==> src/rtl/seg_pkg.sv <==
// Shared types and constants for the tick counter display: count modes,
// the active-low 7-segment hex table and the decimal digit clamp.
package seg_pkg;

    typedef enum logic {
        MODE_HEX = 1'b0,
        MODE_DEC = 1'b1
    } mode_e;

    localparam logic [6:0] SEG_BLANK = 7'h7F;

    // bit0 = segment a, active-low
    localparam logic [6:0] SEG_HEX [16] = '{
        7'h40, 7'h79, 7'h24, 7'h30, 7'h19, 7'h12, 7'h02, 7'h78,
        7'h00, 7'h10, 7'h08, 7'h03, 7'h46, 7'h21, 7'h06, 7'h0E
    };

    function automatic logic [3:0] clamp_dec(input logic [3:0] d);
        return (d > 4'd9) ? 4'd9 : d;
    endfunction

endpackage

==> src/rtl/tick_divider.sv <==
// Free-running clock divider: counts 0..TICK_DIV-1 while enabled and emits a
// combinational tick in the wrap cycle; clr restarts the interval and masks the tick.
module tick_divider #(
    parameter int TICK_DIV = 50_000_000
) (
    input  logic in_clk,
    input  logic reset,
    input  logic en,
    input  logic clr,
    output logic tick
);

    localparam int W = $clog2(TICK_DIV);
    localparam logic [W-1:0] LAST = W'(TICK_DIV - 1);

    logic [W-1:0] div_q;
    logic [W-1:0] div_d;

    always_comb begin
        div_d = div_q;
        tick  = 1'b0;
        if (clr) begin
            div_d = '0;
        end else if (en) begin
            if (div_q == LAST) begin
                div_d = '0;
                tick  = 1'b1;
            end else begin
                div_d = div_q + W'(1);
            end
        end
    end

    always_ff @(posedge in_clk or posedge reset) begin
        if (reset) begin
            div_q <= '0;
        end else begin
            div_q <= div_d;
        end
    end

endmodule

==> src/rtl/seg_tick_counter.sv <==
// Tick counter (hex or BCD, up/down, loadable) driving active-low 7-segment
// displays and a blink LED bank. Define SEG_LEAD_BLANK_EN to blank leading zero digits.
module seg_tick_counter
    import seg_pkg::*;
#(
    parameter int NUM_DIGITS = 6,
    parameter int TICK_DIV   = 50_000_000,
    parameter int LED_WIDTH  = 10
) (
    input  logic                    in_clk,
    input  logic                    reset,
    input  logic                    in_run,
    input  logic                    in_dir,
    input  logic                    in_mode,
    input  logic                    in_load,
    input  logic [4*NUM_DIGITS-1:0] in_load_val,
    output logic                    out_tick,
    output logic [4*NUM_DIGITS-1:0] out_count,
    output logic [LED_WIDTH-1:0]    out_led,
    output logic [7*NUM_DIGITS-1:0] out_seg
);

    localparam int CW = 4 * NUM_DIGITS;
    localparam int SW = 7 * NUM_DIGITS;

    function automatic logic [SW-1:0] seg_reset_val();
        logic [SW-1:0] v;
        v = '0;
        for (int i = 0; i < NUM_DIGITS; i++) begin
`ifdef SEG_LEAD_BLANK_EN
            v[7*i +: 7] = (i == 0) ? SEG_HEX[0] : SEG_BLANK;
`else
            v[7*i +: 7] = SEG_HEX[0];
`endif
        end
        return v;
    endfunction

    localparam logic [SW-1:0] SEG_RST = seg_reset_val();

    logic [CW-1:0] count_q, count_d;
    logic          latch_q, latch_d;
    logic          tick_q, tick_d;
    logic          mode_q, mode_d;
    logic [SW-1:0] seg_q, seg_d;

    logic          tick;
    logic          mode_chg;
    logic          dec_mode;
    logic [CW-1:0] step;
    logic [CW-1:0] load_val;
    logic [3:0]    dig;
    logic [3:0]    lim;
    logic          carry;

    assign dec_mode = (mode_e'(in_mode) == MODE_DEC);
    assign mode_chg = (in_mode != mode_q);

    tick_divider #(.TICK_DIV(TICK_DIV)) u_tick_divider (
        .in_clk (in_clk),
        .reset  (reset),
        .en     (in_run),
        .clr    (in_load | mode_chg),
        .tick   (tick)
    );

    // Ripple carry/borrow across digits; the digit limit selects hex or BCD wrap.
    always_comb begin
        step  = count_q;
        carry = 1'b1;
        lim   = dec_mode ? 4'd9 : 4'hF;
        dig   = '0;
        for (int i = 0; i < NUM_DIGITS; i++) begin
            dig = count_q[4*i +: 4];
            if (carry) begin
                if (!in_dir) begin
                    if (dig >= lim) begin
                        dig = '0;
                    end else begin
                        dig   = dig + 4'd1;
                        carry = 1'b0;
                    end
                end else begin
                    if (dig == 4'd0) begin
                        dig = lim;
                    end else begin
                        dig   = dig - 4'd1;
                        carry = 1'b0;
                    end
                end
            end
            step[4*i +: 4] = dig;
        end
    end

    always_comb begin
        load_val = in_load_val;
        if (dec_mode) begin
            for (int i = 0; i < NUM_DIGITS; i++) begin
                load_val[4*i +: 4] = clamp_dec(in_load_val[4*i +: 4]);
            end
        end
    end

    always_comb begin
        count_d = count_q;
        latch_d = latch_q;
        tick_d  = tick;
        mode_d  = in_mode;
        if (in_load) begin
            count_d = load_val;
        end else if (mode_chg) begin
            count_d = '0;
        end else if (tick) begin
            count_d = step;
            latch_d = ~latch_q;
        end
    end

    for (genvar g = 0; g < NUM_DIGITS; g++) begin : g_digit
        logic [6:0] hex_seg;
        assign hex_seg = SEG_HEX[count_q[4*g +: 4]];
`ifdef SEG_LEAD_BLANK_EN
        if (g == 0) begin : g_lsd
            assign seg_d[7*g +: 7] = hex_seg;
        end else begin : g_upper
            assign seg_d[7*g +: 7] = ((count_q >> (4*g)) == '0) ? SEG_BLANK : hex_seg;
        end
`else
        assign seg_d[7*g +: 7] = hex_seg;
`endif
    end

    always_ff @(posedge in_clk or posedge reset) begin
        if (reset) begin
            count_q <= '0;
            latch_q <= 1'b0;
            tick_q  <= 1'b0;
            mode_q  <= MODE_HEX;
            seg_q   <= SEG_RST;
        end else begin
            count_q <= count_d;
            latch_q <= latch_d;
            tick_q  <= tick_d;
            mode_q  <= mode_d;
            seg_q   <= seg_d;
        end
    end

    assign out_tick  = tick_q;
    assign out_count = count_q;
    assign out_led   = {LED_WIDTH{latch_q}};
    assign out_seg   = seg_q;

endmodule

==> config.mk <==
export PLATFORM = sky130hd
export DESIGN_NAME = seg_tick_counter
export DESIGN_NICKNAME = d
export VERILOG_FILES = /design/src/rtl/seg_pkg.sv /design/src/rtl/tick_divider.sv /design/src/rtl/seg_tick_counter.sv
export SDC_FILE = /design/constraint.sdc
export NUM_CORES = 1
export LEC_CHECK = 0
export BUFFER_PORTS_ARGS = -buffer_cell sky130_fd_sc_hd__buf_4
export CAP_MARGIN = 10
export CORE_UTILIZATION = 49
export DETAILED_ROUTE_END_ITERATION = 10
export PLACE_DENSITY = 0.74
export SLEW_MARGIN = 20
export SYNTH_ARGS = -nofsm -noshare
export SYNTH_HDL_FRONTEND = slang
export SYNTH_SLANG_ARGS = --single-unit
==> constraint.sdc <==
create_clock -name in_clk -period 2.7 [get_ports in_clk]
set_input_delay 0 -clock in_clk [delete_from_list [all_inputs] [get_ports in_clk]]
set_output_delay 0 -clock in_clk [all_outputs]
set_load 0.05 [all_outputs]
# ---- After elaboration in Yosys (flattened, before gate mapping)
# Memories as Yosys holds them, arrays and structs flattened. A register that Yosys moved wholly into a read port is not among the register bits.
# Index checks and enable logic that the tools add are counted.
dict set report op_classes {
  add_sub_neg 13
  magnitude_cmp 12
  eq_ne 2
  muxes 59
  bitwise 10
  reduce_logical 19
}
# op n
set op_table {}
lappend op_table {{4-bit two-way mux} 29}
lappend op_table {{24-bit two-way mux} 4}
lappend op_table {{26-bit two-way mux} 3}
lappend op_table {{4-bit inverter with 5-bit output} 6}
lappend op_table {{26-bit by 1-bit adder with 26-bit output (second input constant)} 1}
lappend op_table {{26-bit == test (second input constant)} 1}
lappend op_table {{4-bit by 1-bit adder with 4-bit output (second input constant)} 6}
lappend op_table {{4-bit greater-or-equal comparator} 6}
lappend op_table {{4-bit greater-than comparator (second input constant)} 6}
lappend op_table {{4-bit zero test} 6}
lappend op_table {{4-bit by 1-bit subtractor with 4-bit output (second input constant)} 6}
lappend op_table {{1-bit two-way mux} 22}
lappend op_table {{3-bit nonzero test} 6}
lappend op_table {{2-bit AND reduction} 5}
lappend op_table {{3-bit two-way mux} 1}
lappend op_table {{1-bit inverter} 3}
lappend op_table {{3-bit AND reduction} 1}
lappend op_table {{2-bit nonzero test} 1}
lappend op_table {{1-bit != test} 1}
lappend op_table {{1-bit OR} 1}
dict set report word_totals {
  regBits 53
  romBits 672
  in_bits 30
  memories 6
}
# memory depth word_bits read_ports rd_clocked_by_memory_dff write_ports line_no
set memory_table {}
lappend memory_table {{(name not given)} 16 7 1 1 0 seg_tick_counter.sv:122} ;# assign hex_seg = SEG_HEX[count_q[4*g +: 4]];
lappend memory_table {{(name not given)} 16 7 1 1 0 seg_tick_counter.sv:122}
lappend memory_table {{(name not given)} 16 7 1 1 0 seg_tick_counter.sv:122}
lappend memory_table {{(name not given)} 16 7 1 1 0 seg_tick_counter.sv:122}
lappend memory_table {{(name not given)} 16 7 1 1 0 seg_tick_counter.sv:122}
lappend memory_table {{(name not given)} 16 7 1 1 0 seg_tick_counter.sv:122}

# ---- Longest topological paths before layout
# Gate-level depths: netlist (run 1).
dict set report depth {
  word_depth 12
  ltp_mapped 9
  ltp_nobuf 8
}

# ---- Modules after synthesis
# From an unflattened synthesis (run 1), not the netlist that was laid out.
dict set report hier_totals {
  hier_cells 748
  hier_area_um2 6672.6
}
# mod n_inst cells_per_inst area_per_inst_um2
set modules_own_cells {}
lappend modules_own_cells {seg_tick_counter 1 561 5029.8}
lappend modules_own_cells {tick_divider 1 187 1642.8}

# ---- Worst setup path before layout (run 1)
# OpenSTA, ideal clock, no wires.
dict set report synth_path {
  path_kind {register -> register}
  from {register count_q[4], in the netlist out_count[4]}
  to {register count_q[20], in the netlist out_count[20]}
  setup_time_ns 0.128
  t_arrival_ns 2.587
  required_time_ns 2.572
  path_slack_ns -0.015
  stages_incl_launch_ff 10
  period_less_slack_ns 2.715
  cell_sequence {dfrtp_1 clkbuf_1 inv_1 ha_1 nor3b_1 nand2_1 a32oi_1 nand4_4 nor2_4 mux2_1}
}
dict set report synth_between {
  elab_chain_len 9
  elab_cells_between_ends 11
}
# element line_no
set synth_rtl {}
lappend synth_rtl {{from (decl)} seg_tick_counter.sv:41} ;# logic [CW-1:0] count_q, count_d;
lappend synth_rtl {{from (signal assigned)} seg_tick_counter.sv:142} ;# count_q <= count_d;
lappend synth_rtl {{4-bit greater-or-equal comparator or 4-bit zero test (tied branches)} {seg_tick_counter.sv:77, seg_tick_counter.sv:84}}
lappend synth_rtl {{1-bit two-way mux (on tied branches)} {seg_tick_counter.sv:77, seg_tick_counter.sv:84}}
lappend synth_rtl {{1-bit two-way mux (*)} seg_tick_counter.sv:76} ;# if (!in_dir) begin
lappend synth_rtl {{1-bit two-way mux (*) (4 in series)} seg_tick_counter.sv:75} ;# if (carry) begin
lappend synth_rtl {{3-bit nonzero test (no line) (*)} --}
lappend synth_rtl {{2-bit AND reduction (no line) (*)} --}
# Every way passes the cells marked *; elsewhere a longest branch is shown, timed or not.
# A chain may end at the register's enable or synchronous reset.

# ---- Worst setup path in the final report (run 1)
dict set report layout_path {
  from {register count_q[9], in the netlist out_count[9]}
  to {register count_q[23], in the netlist out_count[23]}
}
dict set report layout_between {
  elab_chain_len 8
  elab_cells_between_ends 10
}
# element line_no
set layout_rtl {}
lappend layout_rtl {{4-bit greater-or-equal comparator or 4-bit zero test (tied branches)} {seg_tick_counter.sv:77, seg_tick_counter.sv:84}}
lappend layout_rtl {{1-bit two-way mux (on tied branches)} {seg_tick_counter.sv:77, seg_tick_counter.sv:84}}
lappend layout_rtl {{1-bit two-way mux (*)} seg_tick_counter.sv:76}
lappend layout_rtl {{1-bit two-way mux (*) (3 in series)} seg_tick_counter.sv:75}
lappend layout_rtl {{3-bit nonzero test (no line) (*)} --}
lappend layout_rtl {{2-bit AND reduction (no line) (*)} --}
# Marks and branches as above.

==> impl_metrics.env, run 1 <==
export IMPL_ys_seq_area_share_pct=38.3
export IMPL_synthCells=708
export IMPL_clock_power_share_pct=16.3
export IMPL_area_growth_pct=21.3
export IMPL_die_area_um2=13200
export IMPL_grtUsageTotal_pct=23.3
export IMPL_clk_root_buffer_cell="clkbuf_16"
export IMPL_yosys_top_cells_area="dfrtp_1 36%, ha_1 9.8%, o21ai_0 5.6%"
export IMPL_clk_latency_ns=0.35
export IMPL_first_pass_iters=5
export IMPL_die_h_um=115
export IMPL_fin_area_um2=7560
export IMPL_place_inst=948
export IMPL_hold_path_class="in -> reg"
export IMPL_power_density_nw_per_um2=1020
export IMPL_tightest_slew_ns=0.766
export IMPL_coreArea_um2=12200
export IMPL_final_nets=881
export IMPL_clock_sinks=95
export IMPL_cp_max_fo=9
export IMPL_worstPathCellList="inv_1 > ha_1 > nor3b_2 > a211oi_1 > a32oi_1 > nand4_4 > nor2_4 > mux2_1"
export IMPL_htree_levels=3
export IMPL_final_max_slew_viol_count=0
export IMPL_cts_setup_buffers=0
export IMPL_comb_power_share_pct=54.6
export IMPL_route_vias_total=5470
export IMPL_final_cell_mix="126 x buf_4, 88 x dfrtp_1, 70 x o21ai_0"
export IMPL_place_area_um2=7150
export IMPL_setup_viol=0
export IMPL_numCtsBuffers=9
export IMPL_rsz0062_at_grt="no"
export IMPL_synth_edf_count=0
export IMPL_grt_max_degree=45
export IMPL_avgViaCountPerCell=5.61
export IMPL_max_cap_violations=0
export IMPL_ir_worst_vdd_v=0.000532
export IMPL_rows=40
export IMPL_fin_crit_sh_pct=91.9
export IMPL_antenna_cells=0
export IMPL_skew_ns=0.00395
export IMPL_synth_avg_cell_area_um2=8.80
export IMPL_drt_wl_total_mm=14.7
export IMPL_p_sw_share_pct=48.2
export IMPL_synth_top_cell_area_share_pct=35.8
export IMPL_switching_power_uw=3710
export IMPL_grt_overflow_total=0
export IMPL_hold_viol=0
export IMPL_synth_nets=787
export IMPL_drive_gt1_share_pct=20.6
export IMPL_tns_ns=0
export IMPL_hold_ws_ns=0.00469
export IMPL_post_route_util_pct=61.9
export IMPL_worstPathArrival_ns=2.71
export IMPL_synth_ff_latch_count=95
export IMPL_synth_distinct_cells=55
export IMPL_start_kind="register"
export IMPL_grt_pass1_vias=5243
export IMPL_die_x_um=115
export IMPL_fillers=1044
export IMPL_path_clk_slew_ns=0.06
export IMPL_grt_pass1_wl_mm=24.4
export IMPL_synth_area_leader_cell="dfrtp_1"
export IMPL_final_common_cell="buf_4"
export IMPL_antenna_found_initial=0
export IMPL_post_dp_hpwl_mm=10.4
export IMPL_min_period_ns=2.48
export IMPL_drtAntennaViolNets=0
export IMPL_slew_headroom_pct=48.8
export IMPL_num_io_pins=107
export IMPL_drtIter0Drc=447
export IMPL_post_drt_wl_per_cell_um=15.0
export IMPL_fmax_ghz=0.403
export IMPL_drc=0
export IMPL_initial_core_util_pct=51.0
export IMPL_async_reset_ff_share_pct=100
export IMPL_status="finished, final reports clean"
export IMPL_gp_congestion=0.843
export IMPL_max_stage_delay_ns=0.47
export IMPL_crit_type="reg -> reg"
export IMPL_crit_slowest_cell="dfrtp_1"
export IMPL_p_int_uw=3990
export IMPL_cts_tree="done"
export IMPL_p_leak_uw=0.00342
export IMPL_cp_end_kind="register"
export IMPL_clockBufferDepth=2
export IMPL_cp_data_required_time_ns=2.93
export IMPL_pwr_share_seq_pct=29.1
export IMPL_ys_warn_count=0
export IMPL_io_buffers=106
export IMPL_synthesis_area_um2=6230
export IMPL_synth_main_ff_cell="dfrtp_1"
export IMPL_instances_no_fill=975
power groups by stage:
stage                     clock network, uW  logic (uW)  registers, uW
after global routing                   1340        4570           2300
after floorplan                           0        1830           3460
after detailed placement                  0        4180           2260
after CTS                              1280        4210           2240
final                                  1250        4210           2240
after global placement                    0        4100           2230
registers in the layout, summed over array words and instances (netlist names):
name and cells:
latch_q 1, mode_q 1, out_count 24, out_seg 42
out_tick 1, u_tick_divider.div_q 26
cells by family after synthesis:
logic type	Yosys count	share of synthesized area [%]
AND/OR/NAND/NOR	238	19.2
AO/OA/AOI/OAI	199	19.5
flip-flops	95	38.3
buffers and inverters	73	5.04
adder cells (fa/ha/maj)	49	9.84
XOR/XNOR	32	4.50
multiplexers	22	3.70
cells in the mapped netlist, types with 9 or more instances:
cell and number:
nand2b_1 9, dfrtp_1 89, a31oi_1 17, clkbuf_1 36, nand3_1 35, a21oi_1 50, a32oi_1 9, nand2_1 64
mux2i_1 14, a211oi_1 14, inv_1 19, xor2_1 25, nor2_1 69, o21ai_0 70, nor2b_1 12, ha_1 49
buf_4 10
layout make-up:
type / count / area (um2) / area share (%)
tap: 168 / 210 / 2.78
multi-input combinational: 540 / 3540 / 46.8
timing repair buffer: 137 / 1060 / 14.0
sequential: 95 / 2390 / 31.6
clock buffer: 14 / 284 / 3.76
clock inverter: 2 / 12.5 / 0.166
inverter: 19 / 72.6 / 0.960
worst max-delay path: cells and delay by family (launching register included):
family                   cells  cell delay (ns)
AO/OA/AOI/OAI                2             0.42
adder cells (fa/ha/maj)      1             0.28
AND/OR/NAND/NOR              3             0.67
multiplexers                 1             0.34
flip-flops                   1             0.47
buffers and inverters        1             0.18
stage by stage:
stage / power [uW] / setup WS (ns)
after CTS: 7730 / 0.157
after global routing: 8210 / 0.0159
after detailed placement: 6440 / 0.177
after floorplan: 5290 / 0.0180
final: 7700 / 0.220
after global placement: 6340 / 0.246
final timing paths:
path                                                      start                                   end  slack (ns)  depth (start not counted)
setup / recovery                       out_count[9]$_DFFE_PP0P_             out_count[23]$_DFFE_PP0P_        0.22                          8
hold / removal                                   in_load_val[6]              out_count[6]$_DFFE_PP0P_       0.005                          3
setup reg to reg                       out_count[9]$_DFFE_PP0P_             out_count[23]$_DFFE_PP0P_        0.22                          8
hold reg to reg            u_tick_divider.div_q[15]$_DFFE_PP0P_  u_tick_divider.div_q[15]$_DFFE_PP0P_        0.53                          2
max in group asynchronous                                 reset                  out_seg[6]$_DFF_PP1_        1.48                          4
min in group asynchronous                                 reset                 out_seg[18]$_DFF_PP0_        0.33                          3
per-layer routing:
metal	share of wire, %	track usage (%)	vias up
met5	0	0	-
met4	2.0	9.78	0
met3	5.2	4.32	25
met2	48	38.7	163
met1	45	30.1	2586
li1	-	-	2696
timing repair:
action / in CTS / in global routing
endpoints found under the hold margin: 52 / 0
endpoints found under the setup margin: 0 / 4
hold buffers: 11 / 0
resized for setup: 0 / 1
(Power assumes the default switching activity.)
==> run 2: changes to the inputs <==
- GPL_TIMING_DRIVEN: default -> 1
- PLACE_DENSITY: 0.74 -> 0.73
- SYNTH_HIERARCHICAL: default -> 1
==> impl_metrics.env, run 2 <==
export IMPL_status="finished, final reports clean"
export IMPL_synth_main_ff_cell="dfrtp_1"
export IMPL_setup_viol=0
export IMPL_crit_type="reg -> reg"
export IMPL_htree_levels=3
export IMPL_antenna_cells=0
export IMPL_antenna_found_initial=0
export IMPL_area_growth_pct=23.0
export IMPL_start_kind="register"
export IMPL_regToRegEndpoint="out_count[20]$_DFFE_PP0P_"
export IMPL_drt_wl_total_mm=17.1
export IMPL_path_clk_slew_ns=0.07
export IMPL_synth_common_cells="89 x dfrtp_1, 72 x o21ai_0, 67 x nand2_1"
export IMPL_die_area_um2=14100
export IMPL_total_power_uw=7890
export IMPL_numCtsBuffers=9
export IMPL_slew_headroom_pct=39.5
export IMPL_final_common_cell="buf_4"
export IMPL_grtUsageTotal_pct=24.9
export IMPL_p_leak_uw=0.00367
export IMPL_synthesis_area_um2=6670
export IMPL_synth_ff_latch_count=95
export IMPL_final_nets=938
export IMPL_max_cap_violations=0
export IMPL_clockBufferDepth=2
export IMPL_reg2reg_slack_ns=0.04
export IMPL_yosys_top_cells_area="dfrtp_1 33%, ha_1 9.2%, o21ai_0 5.4%"
export IMPL_synth_edf_count=0
export IMPL_worstHoldPathCells=4
export IMPL_post_dp_hpwl_mm=11.9
export IMPL_drtAntennaViolNets=0
export IMPL_final_max_slew_viol_count=0
export IMPL_worstReg2RegStart="u_tick_divider/div_q[8]$_DFFE_PP0P_"
export IMPL_drive_gt1_share_pct=25.5
export IMPL_num_io_pins=107
export IMPL_fmax_ghz=0.376
export IMPL_skew_ns=0.00957
export IMPL_drtIter0Drc=444
export IMPL_avgViaCountPerCell=5.84
export IMPL_clk_latency_ns=0.36
export IMPL_grt_pass1_wl_mm=28.3
export IMPL_hold_path_class="in -> reg"
export IMPL_hold_end="out_count[23]$_DFFE_PP0P_"
export IMPL_ys_warn_count=6
export IMPL_rsz0062_at_grt="yes"
export IMPL_min_period_ns=2.66
export IMPL_synth_distinct_cells=69
export IMPL_route_vias_total=6072
export IMPL_clock_sinks=95
export IMPL_worstPathArrival_ns=2.90
export IMPL_hp_start="in_load_val[23]"
export IMPL_largest_register_ff_count=42
export IMPL_first_pass_iters=5
export IMPL_grt_pass1_vias=5801
export IMPL_gp_congestion=0.894
export IMPL_grt_overflow_total=0
export IMPL_cts_tree="done"
export IMPL_die_x_um=119
export IMPL_tightest_slew_ns=0.908
export IMPL_reg2reg_depth=9
export IMPL_grt_max_degree=70
export IMPL_synth_top_cell_area_share_pct=33.4
export IMPL_rows=42
export IMPL_cp_end_kind="register"
export IMPL_ir_worst_vdd_v=0.000673
export IMPL_power_density_nw_per_um2=962
export IMPL_io_buffers=106
export IMPL_synth_avg_cell_area_um2=8.92
export IMPL_synth_nets=827
export IMPL_synth_most_common_cell="dfrtp_1"
export IMPL_synth_area_leader_cell="dfrtp_1"
export IMPL_coreArea_um2=13200
export IMPL_place_area_um2=7690
export IMPL_fin_crit_sh_pct=98.5
export IMPL_drc=0
export IMPL_initial_core_util_pct=50.4
export IMPL_synthCells=748
export IMPL_final_cell_mix="147 x buf_4, 89 x dfrtp_1, 72 x o21ai_0"
export IMPL_clk_root_buffer_cell="clkbuf_16"
export IMPL_fin_area_um2=8210
export IMPL_async_reset_ff_share_pct=100
export IMPL_tns_ns=0
export IMPL_post_drt_wl_per_cell_um=16.5
export IMPL_cp_data_required_time_ns=2.94
export IMPL_cp_max_fo=4
export IMPL_fillers=1126
export IMPL_ys_seq_area_share_pct=35.7
export IMPL_hold_viol=0
export IMPL_die_h_um=119
run 2: worst max-delay path by stage:
stage | from | to | slack (ns) | cells after the start
2_1_floorplan | u_tick_divider/div_q[10]$_DFFE_PP0P_ | out_count[21]$_DFFE_PP0P_ | 0.01 | 10
3_3_place_gp | u_tick_divider/div_q[24]$_DFFE_PP0P_ | out_count[14]$_DFFE_PP0P_ | 0.03 | 9
3_5_place_dp | u_tick_divider/div_q[24]$_DFFE_PP0P_ | out_count[14]$_DFFE_PP0P_ | -0.06 | 9
4_1_cts | u_tick_divider/div_q[24]$_DFFE_PP0P_ | out_count[14]$_DFFE_PP0P_ | 0.005 | 9
5_1_grt | u_tick_divider/div_q[8]$_DFFE_PP0P_ | out_count[20]$_DFFE_PP0P_ | -0.11 | 9
6_report | u_tick_divider/div_q[8]$_DFFE_PP0P_ | out_count[20]$_DFFE_PP0P_ | 0.04 | 9
run 2: what timing repair did:
action / CTS / global route
resized for setup: 2 / 8
buffers inserted: 0 / 5
pin swaps: 1 / 5
hold buffers: 10 / 0
setup endpoints to repair: 3 / 12
endpoints found under the hold margin: 99 / 0
run 2: critical path, cell delays in order (launching register included):
cell       delay (ns)
dfrtp_1          0.38
or4_4            0.55
nor4_4           0.26
nand3_2          0.16
nor2_4           0.16
nand4bb_1        0.16
a32oi_2          0.20
buf_4            0.16
o2111ai_4        0.16
mux2_4           0.34
run 2: layer usage:
layer | wire, um | share of wire, % | global-route usage (%)
met2 | 8410 | 49 | 41.3
met3 | 860 | 5.0 | 4.92
met5 | 0 | 0 | 0
met1 | 7460 | 44 | 31.5
met4 | 377 | 2.2 | 10.8
run 2: stage by stage:
stage	setup slack [ns]	instances	hold slack (ns)	util, %
after floorplan	0.00986	748	0.0314	-
after global placement	0.0341	1009	0.242	58.0
final	0.0411	1040	0.00765	62.0
after CTS	0.00517	1035	0.00426	61.3
after global routing	-0.106	1040	0.0339	62.0
after detailed placement	-0.0626	1009	0.248	58.0
run 2: final cells by class:
cell class                      instances  area (um2)  area share [%]
Clock buffer                            9         225            2.74
Timing Repair Buffer                  158        1210            14.8
Tap cell                              176         220            2.68
Inverter                               22        82.6            1.01
Clock inverter                          7        97.6            1.19
Multi-Input combinational cell        573        3980            48.5
Sequential cell                        95        2380            29.1
run 2: cell families (layout without fill, tap and decap cells):
group,count (synthesis),count (layout),synth area share [%]
xor+xnor,14,14,1.84
simple gates,246,246,19.4
buf+inv,80,196,5.61
fa+ha+maj,49,49,9.19
flops,95,95,35.7
compound gates,212,212,20.0
mux,52,52,8.25
run 2: power breakdown:
part | total, uW | internal [uW] | switching (uW)
sequential | 2180 | 1820 | 362
clock | 1380 | 812 | 573
combinational | 4320 | 1580 | 2740
total | 7890 | 4210 | 3680
